--- config.mk ---
export PLATFORM = sky130hd
export DESIGN_NAME = usrp2puf
export DESIGN_NICKNAME = d
export VERILOG_FILES = /design/src/rtl/usrp2puf.sv
export SDC_FILE = /design/constraint.sdc
export NUM_CORES = 1
export LEC_CHECK = 0
export CORE_ASPECT_RATIO = 1.1
export CORE_MARGIN = 3
export CORE_UTILIZATION = 65
export CTS_BUF_LIST = sky130_fd_sc_hd__clkbuf_16
export CTS_CLUSTER_SIZE = 28
export DETAILED_ROUTE_END_ITERATION = 8
export HOLD_SLACK_MARGIN = 0.15
export PLACE_DENSITY = 0.88
export SETUP_SLACK_MARGIN = 0.3
export SLEW_MARGIN = 20
export SYNTH_ARGS = -nofsm -noshare
export SYNTH_HDL_FRONTEND = slang
export SYNTH_SLANG_ARGS = --single-unit
--- constraint.sdc ---
create_clock -name clk -period 5 [get_ports clk]
set_input_delay 0.75 -clock clk [delete_from_list [all_inputs] [get_ports clk]]
set_output_delay 0.75 -clock clk [all_outputs]
set_load 0.1 [all_outputs]
--- src/rtl/usrp2puf.sv ---
// usrp2puf: 5:4 fractional-rate decimator from the USRP sample rate to the PUF sample rate.
// Every 5 accepted input samples yield 4 output samples at input-time positions 0, 1.25, 2.5 and
// 3.75, formed by linear interpolation between neighbouring samples. I and Q are independent.
//
// Ports:
//   clk, reset   rising-edge clock, synchronous active-high reset
//   in_tdata     {I, Q} input sample, two's complement, I in the upper half
//   in_tvalid    input beat valid
//   in_tlast     last input beat of a packet (forces an output beat and restarts the phase)
//   in_tready    input accepted when in_tvalid & in_tready
//   out_tdata    {I, Q} output sample
//   out_tvalid   output beat valid
//   out_tlast    last output beat of a packet
//   out_tready   downstream ready
module usrp2puf #(
  parameter int unsigned DATA_WIDTH = 16
) (
  input  logic                    clk,
  input  logic                    reset,
  input  logic [2*DATA_WIDTH-1:0] in_tdata,
  input  logic                    in_tvalid,
  input  logic                    in_tlast,
  output logic                    in_tready,
  output logic [2*DATA_WIDTH-1:0] out_tdata,
  output logic                    out_tvalid,
  output logic                    out_tlast,
  input  logic                    out_tready
);

  localparam int unsigned W    = DATA_WIDTH;
  localparam int unsigned ExtW = DATA_WIDTH + 3;

  logic [2:0]      phase_q;
  logic [2*W-1:0]  prev_q;
  logic            accept;
  logic            emit;
  logic [2*W-1:0]  result;

  // Weighted sum (weights from the phase) plus rounding constant, then >>> 2. Two's-complement
  // addition is sign-agnostic, and an arithmetic shift truncated back to W bits is just the bit
  // slice [W+1:2], so the whole thing can be done on plain sign-extended vectors.
  function automatic logic [W-1:0] interp(input logic [W-1:0] p, input logic [W-1:0] c,
                                          input logic [2:0] ph);
    logic [ExtW-1:0] pe;
    logic [ExtW-1:0] ce;
    logic [ExtW-1:0] sum;
    pe = {{3{p[W-1]}}, p};
    ce = {{3{c[W-1]}}, c};
    case (ph)
      3'd2:    sum = (pe << 1) + pe + ce + ExtW'(2);
      3'd3:    sum = (pe << 1) + (ce << 1) + ExtW'(2);
      default: sum = pe + (ce << 1) + ce + ExtW'(2);
    endcase
    return sum[W+1:2];
  endfunction

  assign in_tready = ~reset & (~out_tvalid | out_tready);
  assign accept    = in_tvalid & in_tready;
  // Phase 1 produces nothing unless it closes a packet.
  assign emit      = accept & ((phase_q != 3'd1) | in_tlast);

  always_comb begin
    result = in_tdata;
    if (phase_q >= 3'd2) begin
      result = {interp(prev_q[2*W-1:W], in_tdata[2*W-1:W], phase_q),
                interp(prev_q[W-1:0],   in_tdata[W-1:0],   phase_q)};
    end
  end

  always_ff @(posedge clk) begin
    if (reset) begin
      phase_q    <= 3'd0;
      prev_q     <= '0;
      out_tdata  <= '0;
      out_tvalid <= 1'b0;
      out_tlast  <= 1'b0;
    end else begin
      if (out_tready) begin
        out_tvalid <= 1'b0;
      end
      if (accept) begin
        prev_q  <= in_tdata;
        phase_q <= (in_tlast || phase_q == 3'd4) ? 3'd0 : phase_q + 3'd1;
        if (emit) begin
          out_tvalid <= 1'b1;
          out_tdata  <= result;
          out_tlast  <= in_tlast;
        end
      end
    end
  end

endmodule

=== Yosys cells after proc, flatten, opt, wreduce, memory -nomap -nowiden ===
Cells that the tools add are included.
Widths: inputs -> output; s select.

* Div/mod/pow operators: 0
* Multipliers: 0
* Order comparisons: 1
* Add/sub/neg operators: 17
* Bitwise operators: 7
* Reductions and logical operators: 2
* Equality and inequality tests: 4
* Shifts and indexed selects: 0
* Multiplexer cells: 7

{| class="wikitable"
|+ Operators with widths
! operator !! count
|-
| $add 18x16->18 || 4
|-
| $add 18x2->18 const B || 4
|-
| $pmux 18 s2 || 2
|-
| $add 16x17->18 || 2
|-
| $add 17x16->18 || 2
|-
| $add 17x17->18 || 2
|-
| $add 18x3->18 const B || 2
|-
| $mux 32 || 1
|-
| $eq 3x2->1 const B || 2
|-
| $add 3x1->3 const B || 1
|-
| $and 1x1->1 || 3
|-
| $eq 3x3->1 const B || 1
|-
| $ge 3x2->1 const B || 1
|-
| $mux 1 || 3
|-
| $mux 3 || 1
|-
| $ne 3x1->1 const B || 1
|-
| $not 1->1 || 2
|-
| $or 1x1->1 || 2
|-
| $reduce_and 2->1 || 1
|-
| $logic_or 1x1->1 || 1
|}

* Memory bits (writable): 0
* Register bits after elaboration: 69
* Memories: 0
* Latch bits: 0
* Output and inout port bits: 35
* Bits in read-only memories: 0

=== Longest topological paths before layout ===
* Word-level depth: 7
* Depth in mapped cells: 14
* Depth with buffers taken out: 14

=== Worst setup path after synthesis ===
No wires, ideal clock.

* Kind: in2reg
* From: input in_tdata[17]
* To: register out_tdata[30]
* Setup time: 120 ps
* Required time: 4880 ps
* Arrival time: 3191 ps
* Stages on the path: 10
* Setup slack: 1689 ps
* Path through: ha_1 > ha_1 > fa_1 > a21oi_1 > o211ai_2 > o311ai_2 > a21oi_1 > nand4b_1 > or3b_1 > o31a_1

* Cells in the longest elaborated chain, start to end: 5
* Elaborated cells between the ends (all ways): 9
* Those cells by class: 7 x add/sub; 2 x mux

{| class="wikitable"
|+ RTL lines
! item !! line !! RTL
|-
| from (decl) || 20 || <nowiki>input logic [2*DATA_WIDTH-1:0] in_tdata,</nowiki>
|-
| $add 16x17->18 || 52 || <nowiki>default: sum = pe + (ce << 1) + ce + ExtW'(2);</nowiki>
|-
| $add 18x16->18 || 52 ||
|-
| $add 18x2->18 || 52 ||
|-
| $pmux 18 s2 * || 49 || <nowiki>case (ph)</nowiki>
|-
| $mux 32 * || 64 || <nowiki>if (phase_q >= 3'd2) begin</nowiki>
|-
| to (signal assigned) || 86 || <nowiki>out_tdata <= result;</nowiki>
|-
| to (decl) || 24 || <nowiki>output logic [2*DATA_WIDTH-1:0] out_tdata,</nowiki>
|}

Every way passes the cells marked *; elsewhere a longest branch is shown, timed or not.
A chain may end at the register's enable or synchronous reset.

=== Final worst setup path ===
* From: input in_tdata[2]
* To: register out_tdata[14]

Same word-level chain as after synthesis.

==> flow_summary.toml <==
[detailed_routing]
first_iter_violations = 722
detail_route.wl_per_cell_microns = 19.3
dr_total_vias = 8433
totalWireLength_mm = 24.7
route.detailed.drc = 0
vias_per_cell = 6.58
drt_pre_antenna_iters = 5
ant_nets = 0

[placement]
portBuffers = 71
hpwl_mm = 17.5
numPlacedInstances = 1265
gp_congestion = 1.01

[global_routing]
grt_pass1_wl_mm = 41.2
antenna_found_initial = 0
grt_pass1_vias = 8569
grtUsageTotal = 0.334
grt_max_degree = 44
grt.overflow.total = 0

[clock_tree]
cts_sinks = 69
max-clock-path-buffers = 2
cts-htree-levels = 3
cts-resized-gates = 0
hold_buffers = 0
clock_latency_ns = 0.35
path_clk_slew_ns = 0.06
cts_tree = "done"
numCtsBuffers = 9
clockRootBuffer = "clkbuf_16"
post-cts-setup-buffer-count = 0

[critical_path]
arrival_ns = 4.19
critPathKind = "input port to register"
crit_start = "in_tdata[2]"
cp_max_fo = 6
crit_required_ns = 5.22
worstReg2RegEnd = "out_tdata[14]"
cp-end-kind = "register"
crit_end = "out_tdata[14]"
r2r_slack_ns = 1.66
reg2reg_depth = 10
worstSetupStartpointType = "input port"
rr_startpoint = "prev_q[2]"

[layout]
nFillCells = 955
syn2layout_area_growth_pct = 14.1
num-nets-final = 1324
num_antenna_cells = 0
final_cells = 1281
drive_above_1_share = 0.0611

[synthesis]
synth_ff_type = "dfxtp_1"
synth-async-reset-ratio = 0
yosysTopAreaCell = "ha_1"
ys_types = 81
syn_area_per_cell_sq_um = 8.57
synth_top_area_share = 0.193
syn_area_sq_um = 8870
syn_inst = 1035
synth_edf_count = 0
yosysWarnings = 0
synthTopCellsByCount = "ha_1, nand2_1, a21oi_1"
synth_area_leaders = "ha_1, dfxtp_1, fa_1"
syn-num-nets = 1267
yosysMostFrequentCell = "ha_1"
ys_ff_latch = 69
synth-seq-area-share = 0.156

[power]
leakagePower_nw = 4.51
finalPower_w = 0.00297
powerDensity_nw_per_um2 = 293
peakVddDrop_mv = 0.191

[worst_hold_path]
hold_path.class = "register to register"
min_from = "out_tdata[7]"

[sta]
worstMarginPinSlew_ns = 0.996
grt_setup_unrepaired = "no"
setup_tns_ns = 0
hold_viol_final = 0
slew_headroom = 0.334
hold_ws_ns = 0.452
fmax_mhz = 252
min_period_over_period = 0.794
period_minus_slack_ns = 3.97
finalSetupViolations = 0
clock_skew_ns = 0.00864
drv_slew = 0

[die]
dieHeight_microns = 129
core_sq_um = 13300
dieArea_sq_um = 15100
fp.dieW_microns = 117
start_util = 0.668
num_rows = 44
ios = 72

[status]
status = "complete, no violations"

[run]
drv_cap = 0
## through the flow
step	setup slack [ns]	util	area, sq um
floorplan	1.69	-	8870
global placement	0.858	0.735	9750
detailed placement	0.784	0.735	9750
CTS	1.10	0.762	10100
global route	0.871	0.762	10100
finish	1.03	0.762	10100
## per-layer routing
layer	wire (microns)	track usage	up-vias
li1	-	-	3920
met1	9750	0.403	4018
met2	11900	0.579	395
met3	1970	0.0554	100
met4	1070	0.174	0
met5	0	0	-
## power by group
part / internal (W) / switching (W) / total, W
Combinational: 0.000612 / 0.000910 / 0.00152
Clock: 0.000536 / 0.000270 / 0.000806
Sequential: 0.000589 / 0.0000511 / 0.000640
Total: 0.00174 / 0.00123 / 0.00297
## kinds of logic after synthesis
kind of cell,count (synthesis),share of synthesized area
DFF,69,0.156
xor gates and xnor gates,68,0.0672
buffers and inverters,83,0.0361
adders and majority gates,195,0.324
muxes,7,0.00804
AOI/OAI and AO/OA,308,0.243
and+or+nand+nor,305,0.166
## state kept, by name, summed over array words and instances, names as in the netlist
name	cells
out_tvalid	1
prev_q	32
out_tdata	32
out_tlast	1
phase_q	3
## layout make-up
class                           count  area [sq um]  area share
Clock inverter                      7           138      0.0136
Multi-Input combinational cell    883          7170       0.709
Inverter                           47           176      0.0174
Clock buffer                        9           225      0.0223
Timing Repair Buffer               82           791      0.0782
Sequential cell                    69          1380       0.137
Tap cell                          184           230      0.0228
## critical path, cell delays in order
cell and delay, ns:
clkdlybuf4s50_1 0.69, fa_1 0.50, ha_1 0.35, o21ai_0 0.47
nor4_2 0.14, o21ai_1 0.19, o2111ai_2 0.22, o31ai_4 0.28
xnor2_1 0.12, a221oi_2 0.34, o211ai_1 0.15
## placed cells by master (no fill, tap or decap), types with 9 or more instances in the layout
cell             netlist  final
a211oi_1              12     12
a21o_1                20     20
a21oi_1               87     87
a221oi_1              10     10
a31oi_1                9      9
buf_4                  0     12
clkbuf_16              0      9
clkdlybuf4s50_1        0     70
dfxtp_1               69     69
fa_1                  58     58
ha_1                 137    137
inv_1                 46     46
nand2_1              111    111
nand2b_1              11     11
nand3_1               45     45
nor2_1                53     52
nor3_1                24     23
o211ai_1              15     15
o21a_1                 9      9
o21ai_0               48     48
o21bai_1              10     10
or3_1                 11     11
xnor2_1               38     38
xor2_1                30     30
## worst min-delay path by stage
stage | to | slack, ns | depth (start not counted)
floorplan | phase_q[1] | 0.49 | 2
global placement | out_tdata[0] | 0.44 | 2
detailed placement | out_tdata[0] | 0.45 | 2
CTS | out_tdata[7] | 0.45 | 2
global route | out_tdata[3] | 0.48 | 2
finish | out_tdata[7] | 0.45 | 2
Note: power is estimated with default switching activity, not from simulation.
